[config.mk]
export PLATFORM = sky130hd
export DESIGN_NAME = hazard_ctrl
export DESIGN_NICKNAME = d
export VERILOG_FILES = /design/src/rtl/hazard_ctrl_pkg.sv /design/src/rtl/hazard_ctrl_slots.sv /design/src/rtl/hazard_ctrl.sv
export SDC_FILE = /design/constraint.sdc
export NUM_CORES = 1
export LEC_CHECK = 0
export BUFFER_PORTS_ARGS = -buffer_cell sky130_fd_sc_hd__buf_2
export CAP_MARGIN = 20
export CORE_MARGIN = 2
export CORE_UTILIZATION = 45
export CTS_CLUSTER_DIAMETER = 60
export DETAILED_ROUTE_END_ITERATION = 16
export PLACE_DENSITY = 0.67
export REMOVE_ABC_BUFFERS = 1
export SETUP_SLACK_MARGIN = 0.4
export SYNTH_ARGS = -nofsm -noshare
export SYNTH_HDL_FRONTEND = slang
export SYNTH_SLANG_ARGS = --single-unit
[constraint.sdc]
create_clock -name clk -period 2.7 [get_ports clk]
set_clock_uncertainty 0.15 [all_clocks]
set_input_delay 0 -clock clk [delete_from_list [all_inputs] [get_ports clk]]
set_output_delay 0 -clock clk [all_outputs]
set_load 0.05 [all_outputs]
[src/rtl/hazard_ctrl_pkg.sv]
// Shared types for the pipeline hazard sequencer: forward selects, FSM states
// and the in-flight slot record tracked for EX/MEM/WB.
package hazard_ctrl_pkg;

  // Slot rd field is sized for the widest supported register file; narrower
  // addresses are zero-extended on entry.
  localparam int SLOT_AW = 8;

  typedef enum logic [1:0] {FWD_REGFILE, FWD_EX, FWD_MEM, FWD_WB} fwd_sel_e;

  typedef enum logic {CTRL_RUN, CTRL_MEM_WAIT} ctrl_state_e;

  typedef struct packed {
    logic               valid;
    logic [SLOT_AW-1:0] rd;
    logic               we;
    logic               is_load;
  } slot_t;

  function automatic logic slot_match(slot_t s, logic [SLOT_AW-1:0] rs, logic use_rs);
    return s.valid & s.we & (s.rd != '0) & (s.rd == rs) & use_rs;
  endfunction

  function automatic fwd_sel_e fwd_pick(logic m_ex, logic m_mem, logic m_wb);
    if (m_ex)  return FWD_EX;
    if (m_mem) return FWD_MEM;
    if (m_wb)  return FWD_WB;
    return FWD_REGFILE;
  endfunction

endpackage

[src/rtl/hazard_ctrl_slots.sv]
// Three-entry shift register of in-flight producers (EX -> MEM -> WB).
// Holds everything while frozen; EX takes an empty slot when bubbled.
module hazard_slots
  import hazard_ctrl_pkg::*;
(
  input  logic  clk,
  input  logic  rst,
  input  logic  advance_i,
  input  logic  bubble_i,
  input  slot_t dec_i,
  output slot_t ex_o,
  output slot_t mem_o,
  output slot_t wb_o
);

  slot_t ex_q, mem_q, wb_q;

  always_ff @(posedge clk or posedge rst) begin
    if (rst) begin
      ex_q  <= '0;
      mem_q <= '0;
      wb_q  <= '0;
    end else if (advance_i) begin
      wb_q  <= mem_q;
      mem_q <= ex_q;
      ex_q  <= bubble_i ? '0 : dec_i;
    end
  end

  assign ex_o  = ex_q;
  assign mem_o = mem_q;
  assign wb_o  = wb_q;

endmodule

[src/rtl/hazard_ctrl.sv]
// Hazard sequencer for the 5-stage core: forwarding selects, load-use stalls,
// redirect flushes and memory-wait freeze, plus saturating perf counters.
module hazard_ctrl
  import hazard_ctrl_pkg::*;
#(
  parameter int unsigned REG_AW = 5,
  parameter int unsigned CNT_W  = 32,
  parameter bit          FWD_EN = 1'b1
) (
  input  logic              clk,
  input  logic              rst,
  input  logic              dec_valid,
  input  logic [REG_AW-1:0] dec_rs1,
  input  logic [REG_AW-1:0] dec_rs2,
  input  logic              dec_use_rs1,
  input  logic              dec_use_rs2,
  input  logic [REG_AW-1:0] dec_rd,
  input  logic              dec_we,
  input  logic              dec_is_load,
  input  logic              ex_redirect,
  input  logic              mem_busy,
  output logic              stall_fetch,
  output logic              stall_decode,
  output logic              bubble_ex,
  output logic              flush_decode,
  output logic              freeze_all,
  output logic [1:0]        fwd_rs1,
  output logic [1:0]        fwd_rs2,
  output logic [CNT_W-1:0]  stall_cnt,
  output logic [CNT_W-1:0]  flush_cnt
);

  slot_t       ex_s, mem_s, wb_s, dec_s;
  ctrl_state_e state_q;
  logic        redirect_pend_q;
  logic [CNT_W-1:0] stall_cnt_q, flush_cnt_q;

  logic [SLOT_AW-1:0] rs1_w, rs2_w;
  logic m1_ex, m1_mem, m1_wb, m2_ex, m2_mem, m2_wb;
  logic run_go, exit_wait, haz, stall, flush;
  fwd_sel_e fwd1, fwd2;

  assign rs1_w = SLOT_AW'(dec_rs1);
  assign rs2_w = SLOT_AW'(dec_rs2);

  always_comb begin
    dec_s         = '0;
    dec_s.valid   = dec_valid;
    dec_s.rd      = SLOT_AW'(dec_rd);
    dec_s.we      = dec_we;
    dec_s.is_load = dec_is_load;
  end

  assign m1_ex  = slot_match(ex_s,  rs1_w, dec_use_rs1);
  assign m1_mem = slot_match(mem_s, rs1_w, dec_use_rs1);
  assign m1_wb  = slot_match(wb_s,  rs1_w, dec_use_rs1);
  assign m2_ex  = slot_match(ex_s,  rs2_w, dec_use_rs2);
  assign m2_mem = slot_match(mem_s, rs2_w, dec_use_rs2);
  assign m2_wb  = slot_match(wb_s,  rs2_w, dec_use_rs2);

  // A cycle advances unless memory is busy; leaving MEM_WAIT is itself a run cycle.
  assign run_go    = (state_q == CTRL_RUN) & ~mem_busy;
  assign exit_wait = (state_q == CTRL_MEM_WAIT) & ~mem_busy;
  assign flush     = (run_go & ex_redirect) | (exit_wait & (redirect_pend_q | ex_redirect));

  always_comb begin
    fwd1 = FWD_REGFILE;
    fwd2 = FWD_REGFILE;
    haz  = 1'b0;
    if (FWD_EN) begin
      fwd1 = fwd_pick(m1_ex, m1_mem, m1_wb);
      fwd2 = fwd_pick(m2_ex, m2_mem, m2_wb);
      haz  = dec_valid & ex_s.is_load & (m1_ex | m2_ex);
    end else begin
      haz  = dec_valid & (m1_ex | m1_mem | m1_wb | m2_ex | m2_mem | m2_wb);
    end
  end

  // Redirect squashes the stalled instruction, so it wins over the stall.
  assign stall = haz & ~mem_busy & ~flush;

  hazard_slots u_slots (
    .clk       (clk),
    .rst       (rst),
    .advance_i (~mem_busy),
    .bubble_i  (~dec_valid | stall | flush),
    .dec_i     (dec_s),
    .ex_o      (ex_s),
    .mem_o     (mem_s),
    .wb_o      (wb_s)
  );

  always_ff @(posedge clk or posedge rst) begin
    if (rst) begin
      state_q         <= CTRL_RUN;
      redirect_pend_q <= 1'b0;
      stall_cnt_q     <= '0;
      flush_cnt_q     <= '0;
    end else begin
      state_q <= mem_busy ? CTRL_MEM_WAIT : CTRL_RUN;
      if (exit_wait)     redirect_pend_q <= 1'b0;
      else if (mem_busy) redirect_pend_q <= redirect_pend_q | ex_redirect;
      if ((stall | mem_busy) && (stall_cnt_q != '1)) stall_cnt_q <= stall_cnt_q + CNT_W'(1);
      if (flush && (flush_cnt_q != '1))              flush_cnt_q <= flush_cnt_q + CNT_W'(1);
    end
  end

  assign stall_fetch  = stall;
  assign stall_decode = stall;
  assign bubble_ex    = stall;
  assign flush_decode = flush;
  assign freeze_all   = mem_busy;
  assign fwd_rs1      = fwd1;
  assign fwd_rs2      = fwd2;
  assign stall_cnt    = stall_cnt_q;
  assign flush_cnt    = flush_cnt_q;

endmodule

# Yosys cells after proc, flatten, opt, wreduce, memory -nomap -nowiden
# Index checks and enable logic that the tools add are counted.
# totals
register_bits	97
in_bits	24
# classes
add_sub_neg	2
eq_ne	8
muxes	28
n_bitwise	36
n_reduce_logical	6
# op_table
op	count
32-bit by 1-bit adder with 32-bit output, second input constant	2
32-bit inequality test, second input constant	2
8-bit by 5-bit equality test with 1-bit output	6
1-bit AND	26
2-bit 2-to-1 mux	12
8-bit nonzero test	3
1-bit 2-to-1 mux	15
11-bit 2-to-1 mux	1
1-bit OR	6
1-bit NOT	4
1-bit logical AND	2
2-bit nonzero test	1

# Depth between registers and ports, before layout
# Gate-level depths: netlist of run 1.
# logic_depth
ltp_word	11
ltp_mapped	9
ltp_nobuf	8

# Hierarchy
# Synthesis of run 1 repeated with hierarchy kept, for this count alone.
# unflattened
hier_cells	432
area_unflattened_um2	4939.7
# modules_own_cells
mod	instances	cells_per_inst	area_per_inst_um2	seq_area_each_um2
hazard_ctrl	1	357	3623.5	1651.6
hazard_slots	1	75	1316.3	825.8

# Worst setup path before layout of run 1
# OpenSTA, ideal clock, no wires.
# synth_timing
kind	reg-to-output
from	register u_slots.ex_q, in the netlist u_slots.ex_o[6]
to	output stall_decode
arrival_time_ns	2.727
setup_slack_ns	-0.177
stages_incl_launch_ff	8
n_path_buf	1
cell_sequence	dfrtp_1 -> xor2_1 -> nor4_1 -> and3_1 -> and2_1 -> o21ai_1 -> nor3_1 -> buf_4
# synth_via
elab_chain_cells	8
elab_cells_between_ends	12
classes_between	eq/ne: 2; bitwise: 9; reduce/logical: 1
# synth_rtl
element	line	rtl
start, declared	hazard_ctrl_slots.sv:16	slot_t ex_q, mem_q, wb_q;
start signal, assigned	hazard_ctrl_slots.sv:26	ex_q <= bubble_i ? '0 : dec_i;
8-bit nonzero test	hazard_ctrl_pkg.sv:21	return s.valid & s.we & (s.rd != '0) & (s.rd == rs) & use_rs;
1-bit AND (3 in a row)	hazard_ctrl_pkg.sv:21	
1-bit OR *	hazard_ctrl.sv:73	haz = dec_valid & ex_s.is_load & (m1_ex | m2_ex);
1-bit AND *	hazard_ctrl.sv:73	
1-bit AND * (2 in a row)	hazard_ctrl.sv:80	assign stall = haz & ~mem_busy & ~flush;
end, declared	hazard_ctrl.sv:23	output logic stall_decode,
# Every way passes the cells marked *; elsewhere a longest branch is shown, timed or not.

# Worst setup path after layout of run 1
# layout_timing
from	register u_slots.ex_q, in the netlist u_slots.ex_o[3]
to	output stall_fetch
# layout_via
elab_chain_cells	8
elab_cells_between_ends	12
classes_between	eq/ne: 2; bitwise: 9; reduce/logical: 1
# layout_rtl
element	line	rtl
8-bit nonzero test	hazard_ctrl_pkg.sv:21	
1-bit AND (3 in a row)	hazard_ctrl_pkg.sv:21	
1-bit OR *	hazard_ctrl.sv:73	
1-bit AND *	hazard_ctrl.sv:73	
1-bit AND * (2 in a row)	hazard_ctrl.sv:80	
end, declared	hazard_ctrl.sv:22	output logic stall_fetch,
# Marked as above.

==> results of run 1 <==
## metrics by stage
step,worst slack (ps),cells
floorplan,-1663,388
global placement,315.6,628
detailed placement,235.6,628
CTS,361.0,667
global route,206.1,675
finish,328.3,675
## registers in the layout, indices dropped and copies added, names as in the netlist
signal           count
stall_cnt           32
state_q              1
u_slots.wb_o         7
flush_cnt           32
redirect_pend_q      1
u_slots.mem_o        7
u_slots.ex_o         8
## cells by family after synthesis
group / count (synthesis) / synth area share [%]
AND/OR/NAND/NOR: 159 / 20.46
flip-flops: 88 / 50.23
AO/OA/AOI/OAI: 23 / 4.024
buffers and inverters: 19 / 2.226
multiplexers: 16 / 4.110
adder cells (fa/ha/maj): 2 / 0.5707
XOR/XNOR: 92 / 18.38
## repair_timing
item	4_1_cts	5_1_grt
pin swaps	4	10
hold buffers	11	0
buffers inserted	12	8
resized for setup	19	26
setup endpoints to repair	32	49
hold endpoints to repair	48	0
## per-layer routing
layer | vias to the layer above | track usage, % | share of wire [%]
met5 | - | 0 | 0
met4 | 0 | 6.667 | 1.6
met3 | 14 | 3.051 | 3.5
met2 | 83 | 31.72 | 48
met1 | 1726 | 26.39 | 47
li1 | 1671 | - | -
## cell type report
type,instances,area share (%)
inverter,8,0.5460
multi-input combinational,292,38.39
sequential,88,38.59
timing repair buffer,138,15.33
clock inverter,6,2.009
clock buffer,10,2.228
tap,133,2.905
## final timing paths
path	slack [ps]	depth (start not counted)	from	endpoint
worst max-delay path	330	9	u_slots.ex_o[3]	stall_fetch
worst min-delay path	140	3	rst	stall_cnt[23]
worst max register to register	340	8	u_slots.ex_o[3]	stall_cnt[26]
worst min register to register	330	1	state_q	redirect_pend_q
max in group asynchronous	1540	4	rst	flush_cnt[6]
min in group clk	250	3	dec_rd[0]	u_slots.ex_o[2]
## worst min-delay path, cell delays in order
cell	delay, ps
dlygate4sd3_1	530
buf_2	130
clkinv_2	470
## placed cells by master (no fill, tap or decap), types with 8 or more instances in the layout
master         instances
and3_1                13
buf_2                 91
nand2_1               31
nand4_1               26
xor2_1                33
buf_4                 28
mux2_2                16
nor3_1                 8
nand3_1               24
nor2_1                18
dlygate4sd3_1         11
nor3_2                 8
dfrtp_1               81
clkbuf_8               9
xnor2_1               57
## power breakdown
part	switching, mW	internal, mW	total, mW
logic	0.594	0.300	0.894
clock network	0.487	0.622	1.11
registers	0.137	1.44	1.58
==> results.cfg, run 1 <==
[outcome]
status = finished, final reports clean

[sta]
worstMarginPinSlew_ps = 705.5
relSlewSlack_pct = 52.91
period_minus_slack_ps = 2372
hold_viol_final = 0
setup_tns_ps = 0
finalCritPeriodShare_pct = 87.84
fmax_mhz = 421.6
hold_ws_ps = 138.8
setup_violations = 0
rsz0062_at_grt = yes
drv_slew = 0

[synth]
synth.most_common_cell = dfrtp_1
synthCells = 399
ys_warn_count = 0
ys_ff_latch = 88
synthTopCellsByArea = dfrtp_1, xnor2_1, xor2_1, mux2_2, nand4_1
yosysTopAreaCell = dfrtp_1
yosys_most_used_dff = dfrtp_1
yosysSeqAreaShare_pct = 50.23
synth_top_area_share_pct = 50.23
yosys-top-cells-count = dfrtp_1, xnor2_1, xor2_1
synth.avg_cell_area_um2 = 10.99
netlist-cell-type-count = 45
synth_edf_count = 0
syn-cell-area_mm2 = 0.004384
synthArstFlopShare_pct = 100.0

[worst_setup_path]
cp_slowest_cell = dfrtp_2
crit_family = simple AND/OR/NAND/NOR gates
path_class = flip-flop to output port
path_buf_inv = 3
critical_path_arrival_ps = 2220
start_kind = flip-flop
cp_slowest_stage_delay_ps = 450
cp-end-kind = output port
worstPathMaxFanout = 4
worstPathRequired_ps = 2550
critical_path.cell_chain = buf_4, xnor2_1, nand4_1, nor3_2, and2_4, o21ai_4, nor3_2, buf_4, buf_6

[job]
maxCapViolCount = 0

[cells_and_area]
seq_area_mm2 = 0.002211
drive_gt1_share_pct = 36.53
syn_to_final_growth_pct = 30.68
multiInputGateArea_mm2 = 0.002200
num-fill-cells = 820
final_cell_area_mm2 = 0.005729
layout.nets = 563
antennaDiodeCount = 0
postLayoutCoreUtil_pct = 59.72

[power_and_ir_drop]
p_per_area_mw_per_mm2 = 625.3
p_leak_nw = 2.806
vdd_ir_drop_max_mv = 0.4154
finalPower_mw = 3.583

[placed_design]
dp.final_hpwl_um = 7089
postPlaceCellArea_mm2 = 0.005060
io_buffers = 96
gp_congestion = 0.8840

[clock_tree]
clkSlewWorstSetupHoldPaths_ps = 90
cts_buffers = 9
clock-sinks = 88
cts_root_buffer = clkbuf_8
htree_levels = 3
clock_latency_ps = 360
clk_path_buf_depth = 2
tritoncts = yes

[grt]
grt_start_max_net_pins = 51
grt_pass1_vias = 3307
grt_use_total_pct = 19.40
antenna_found_initial = 0
grt.overflow.total = 0
grt_pass1_wl_um = 16090

[drt]
drc = 0
post_drt_wl_per_cell_um = 15.20
viasPerCell = 5.176
first_iter_violations = 61
ant_nets = 0
first_pass_iters = 4
vias = 3494
drt_wl_total_um = 10260

[die]
ioPinCount = 97
die-area_mm2 = 0.01055
die_x_um = 102.7
start_util_pct = 45.70
core_mm2 = 0.009594
rows = 36
fp.dieH_um = 102.7

[min_path]
hp-class = primary input to async pin
(Power assumes the default switching activity.)
==> run 2, diff against run 1 <==
--- a/config.mk
+++ b/config.mk
@@ -9,8 +9,10 @@
 export CAP_MARGIN = 20
 export CORE_MARGIN = 2
 export CORE_UTILIZATION = 45
+export CTS_BUF_LIST = sky130_fd_sc_hd__clkbuf_8
 export CTS_CLUSTER_DIAMETER = 60
 export DETAILED_ROUTE_END_ITERATION = 16
+export GPL_TIMING_DRIVEN = 0
 export PLACE_DENSITY = 0.67
 export REMOVE_ABC_BUFFERS = 1
 export SETUP_SLACK_MARGIN = 0.4
==> results.cfg, run 2 (synthesized netlist as in run 1, its figures left out) <==
[outcome]
status = finished, final reports clean

[grt]
grt_use_total_pct = 20.43
grt_start_max_net_pins = 70
grt.overflow.total = 0
antenna_found_initial = 0
grt_pass1_wl_um = 16620
grt_pass1_vias = 3294

[sta]
worst_slack_ps = 275.7
finalCritPeriodShare_pct = 89.79
period_minus_slack_ps = 2424
setup_violations = 0
drv_slew = 0
worstMarginPinSlew_ps = 670.3
hold_viol_final = 0
rsz0062_at_grt = yes
fmax_mhz = 412.5
relSlewSlack_pct = 55.32
setup_tns_ps = 0

[worst_setup_path]
path_class = flip-flop to flip-flop
start_kind = flip-flop
ff2ff_setup_slack_ps = 280
timing.rr.end = stall_cnt[24]
worstPathRequired_ps = 2800
r2r_start = u_slots.ex_o[2]
r2r_cells = 8
cp-end-kind = flip-flop
worstPathMaxFanout = 5
critical_path_arrival_ps = 2530

[die]
die-area_mm2 = 0.01055
die_x_um = 102.7
rows = 36
start_util_pct = 45.70
ioPinCount = 97
core_mm2 = 0.009594
fp.dieH_um = 102.7

[placed_design]
io_buffers = 96
post-place-ws_ps = -133.3
gp_congestion = 0.8336
dp.final_hpwl_um = 6780

[job]
maxCapViolCount = 0

[clock_tree]
clk_path_buf_depth = 2
htree_levels = 3
cts_buffers = 9
clock-sinks = 88
clkSlewWorstSetupHoldPaths_ps = 90
tritoncts = yes
clock_latency_ps = 360
cts_root_buffer = clkbuf_8

[min_path]
hp-class = primary input to flip-flop
hp-start = mem_busy
whs_endpoint = u_slots.ex_o[10]
hold_depth = 2

[cells_and_area]
layout.nets = 582
layout_commonest_cell = buf_2
syn_to_final_growth_pct = 39.44
postLayoutCoreUtil_pct = 63.72
drive_gt1_share_pct = 42.14
antennaDiodeCount = 0
layout_common_cells = buf_2, dfrtp_1, xnor2_1, buf_4, xor2_1

[power_and_ir_drop]
p_per_area_mw_per_mm2 = 561.7
p_leak_nw = 2.963
vdd_ir_drop_max_mv = 0.4465

[drt]
drc = 0
ant_nets = 0
drt_wl_total_um = 10750
first_pass_iters = 4
vias = 3584
viasPerCell = 5.172
post_drt_wl_per_cell_um = 15.52
first_iter_violations = 79
## run 2: changes by cell type in the layout (fill, tap and decap cells not counted), moves of 3 or more
cell,previous run,this run
buf_4,28,36
buf_6,4,11
nand3_1,24,16
nand3_2,0,7
nor3_1,8,4
nor3_2,8,5
nor3_4,0,7
## run 2: area by class of cell
type                       count  area, µm²
inverter                       8      32.53
clock inverter                 5      50.05
tap                          133      166.4
timing repair buffer         156       1105
multi-input combinational    293       2409
clock buffer                  10      137.6
fill                         776       3481
sequential                    88       2213
## run 2: where the power goes
group	internal (mW)	leakage (nW)	switching, mW
clock network	0.441	0.101	0.473
registers	1.44	1.16	0.135
logic	0.326	1.70	0.616
total	2.21	2.96	1.22
## run 2: how the worst max path moves through the flow
| stage | from | end | slack [ps] | cells past startpoint |
|---|---|---|---|---|
| 2_1_floorplan | u_slots.ex_o[6] | bubble_ex | -1660 | 6 |
| 3_3_place_gp | rst | u_slots.wb_o[3] | -770 | 2 |
| 3_5_place_dp | stall_cnt[3] | stall_cnt[25] | -130 | 7 |
| 4_1_cts | u_slots.ex_o[3] | stall_decode | 270 | 7 |
| 5_1_grt | u_slots.ex_o[6] | stall_cnt[26] | 160 | 7 |
| 6_report | u_slots.ex_o[2] | stall_cnt[24] | 280 | 8 |
## run 2: critical path: stages, from the launching register on
cell and delay (ps):
dfrtp_2 440, or3_4 390, o311a_4 330, buf_6 120, a41oi_4 300, or3b_4 270
buf_4 140, nor3_4 30, xor2_1 150
## run 2: timing repair
action                     CTS  global route
setup endpoints to repair   60            54
gates resized for setup     48            47
setup buffers               31            17
hold endpoints to repair    97             0
cloned                       1             0
hold buffers                11             0
pin swaps                   20            54
## run 2: per-layer routing
| layer | track usage [%] | part of all wire (%) | routed length [µm] |
|---|---|---|---|
| met1 | 28.19 | 46 | 4902 |
| met2 | 32.03 | 49 | 5239 |
| met3 | 3.458 | 3.8 | 412 |
| met4 | 8.513 | 1.9 | 199 |
| met5 | 0 | 0 | 0 |
## run 2: per-stage QoR
| step | hold WS [ps] | area [µm²] | power (mW) | instances |
|---|---|---|---|---|
| floorplan | -150.0 | 4317 | 2.181 | 388 |
| global placement | 64.74 | 4964 | 2.399 | 617 |
| detailed placement | -175.0 | 5001 | 2.421 | 618 |
| CTS | 90.88 | 5783 | 3.396 | 676 |
| global route | 118.5 | 6113 | 3.605 | 693 |
| finish | 103.4 | 6113 | 3.434 | 693 |
==> run 3, diff against run 2 <==
--- a/config.mk
+++ b/config.mk
@@ -8,12 +8,12 @@
 export BUFFER_PORTS_ARGS = -buffer_cell sky130_fd_sc_hd__buf_2
 export CAP_MARGIN = 20
 export CORE_MARGIN = 2
-export CORE_UTILIZATION = 45
+export CORE_UTILIZATION = 56
 export CTS_BUF_LIST = sky130_fd_sc_hd__clkbuf_8
 export CTS_CLUSTER_DIAMETER = 60
 export DETAILED_ROUTE_END_ITERATION = 16
 export GPL_TIMING_DRIVEN = 0
-export PLACE_DENSITY = 0.67
+export PLACE_DENSITY = 0.81
 export REMOVE_ABC_BUFFERS = 1
 export SETUP_SLACK_MARGIN = 0.4
 export SYNTH_ARGS = -nofsm -noshare
==> results.cfg, run 3 (synthesized netlist as in run 1, its figures left out) <==
[min_path]
hp-class = primary input to async pin

[placed_design]
dp.final_hpwl_um = 6869
io_buffers = 96
gp_congestion = 0.8864
post-place-ws_ps = -168.2

[drt]
first_pass_iters = 4
drc = 0
drt_wl_total_um = 10920
post_drt_wl_per_cell_um = 16.93
viasPerCell = 5.636
first_iter_violations = 119
ant_nets = 0
vias = 3635

[grt]
grt_pass1_vias = 3524
grt_use_total_pct = 25.72
grt_start_max_net_pins = 65
grt_pass1_wl_um = 17150
antenna_found_initial = 0
grt.overflow.total = 0

[worst_setup_path]
r2r_start = u_slots.ex_o[2]
cp_slowest_stage_delay_ps = 500
cpMostUsedCell = buf_4
start_kind = flip-flop
timing.rr.end = stall_cnt[28]
worstPathMaxFanout = 8
critical_path_arrival_ps = 2630
cp_slowest_cell = or3b_4
ff2ff_setup_slack_ps = 200
critical_path.cell_chain = buf_4, buf_4, xor2_1, nor3_2, nor3_4, or3b_4, buf_4, nor4_4, xor2_1
worstPathRequired_ps = 2830
cp-end-kind = flip-flop
path_class = flip-flop to flip-flop
r2r_cells = 9

[clock_tree]
clock-sinks = 88
cts_root_buffer = clkbuf_8
clkSlewWorstSetupHoldPaths_ps = 90
clock_latency_ps = 360
clk_path_buf_depth = 2
cts_buffers = 9
htree_levels = 3
tritoncts = yes

[outcome]
status = finished, final reports clean

[sta]
rsz0062_at_grt = yes
worstMarginPinSlew_ps = 673.1
finalCritPeriodShare_pct = 92.44
relSlewSlack_pct = 55.12
drv_slew = 0
period_minus_slack_ps = 2496
setup_violations = 0
fmax_mhz = 400.7
hold_ws_ps = 45.32
worst_slack_ps = 204.2
hold_viol_final = 0

[die]
die-area_mm2 = 0.008553
fp.dieH_um = 92.48
start_util_pct = 57.33
die_x_um = 92.48
core_mm2 = 0.007647
ioPinCount = 97
rows = 32

[cells_and_area]
antennaDiodeCount = 0
layout.nets = 564
drive_gt1_share_pct = 36.83
syn_to_final_growth_pct = 30.91
layout_commonest_cell = buf_2
layout_common_cells = buf_2, dfrtp_1, xnor2_1, xor2_1, buf_4
postLayoutCoreUtil_pct = 75.05

[job]
maxCapViolCount = 0

[power_and_ir_drop]
vdd_ir_drop_max_mv = 0.4840
p_leak_nw = 2.834
p_per_area_mw_per_mm2 = 615.3
finalPower_mw = 3.531
[run 3: worst max-delay path: cells and delay by family, from the launching register on]
| family | cells | cell delay (ps) |
|---|---|---|
| buf+inv | 3 | 450 |
| simple gates | 4 | 1030 |
| flops | 1 | 440 |
| xor+xnor | 2 | 350 |
[run 3: cell type report]
class                           count  area (µm²)
Timing Repair Buffer              139       900.9
Tap cell                          102       127.6
Inverter                            8       32.53
Sequential cell                    88        2212
Multi-Input combinational cell    292        2237
Clock buffer                       10       137.6
Fill cell                         525        1908
Clock inverter                      6       91.34
[run 3: power by group]
part	switching, mW	leakage, nW	total (mW)	internal [mW]
registers	0.148	1.17	1.59	1.44
logic	0.596	1.56	0.902	0.306
clock network	0.487	0.110	1.04	0.551
total	1.23	2.83	3.53	2.30
[run 3: how the worst max path moves through the flow]
stage / from / endpoint / cells after the start
after floorplan: u_slots.ex_o[6] / bubble_ex / 6
after global placement: rst / u_slots.wb_o[6] / 2
after CTS: u_slots.ex_o[5] / stall_cnt[28] / 7
after global routing: u_slots.ex_o[4] / stall_cnt[28] / 8
after detailed placement: u_slots.ex_o[6] / stall_cnt[7] / 8
final: u_slots.ex_o[2] / stall_cnt[28] / 9
[run 3: per-stage QoR]
step                      TNS [ps]  instance area (µm²)  instances
after global placement      -68520                 4925        586
after CTS                        0                 5552        633
after global routing             0                 5739        645
after floorplan             -10670                 4317        388
final                            0                 5739        645
after detailed placement     -1690                 4966        588
[run 3: what timing repair did]
item                                    in CTS  in global routing
gates cloned                                 1                  0
resized for setup                           28                 28
buffers inserted                            18                 12
endpoints found under the hold margin       97                  0
hold buffers                                10                  0
pin swaps                                   10                 19
endpoints found under the setup margin      61                 60
[run 3: layer usage]
layer | vias up | GRT usage [%] | part of all wire (%)
li1 | 1664 | - | -
met1 | 1807 | 33.97 | 42
met2 | 139 | 42.21 | 51
met3 | 25 | 5.045 | 5.5
met4 | 0 | 9.701 | 1.9
met5 | - | 0 | 0
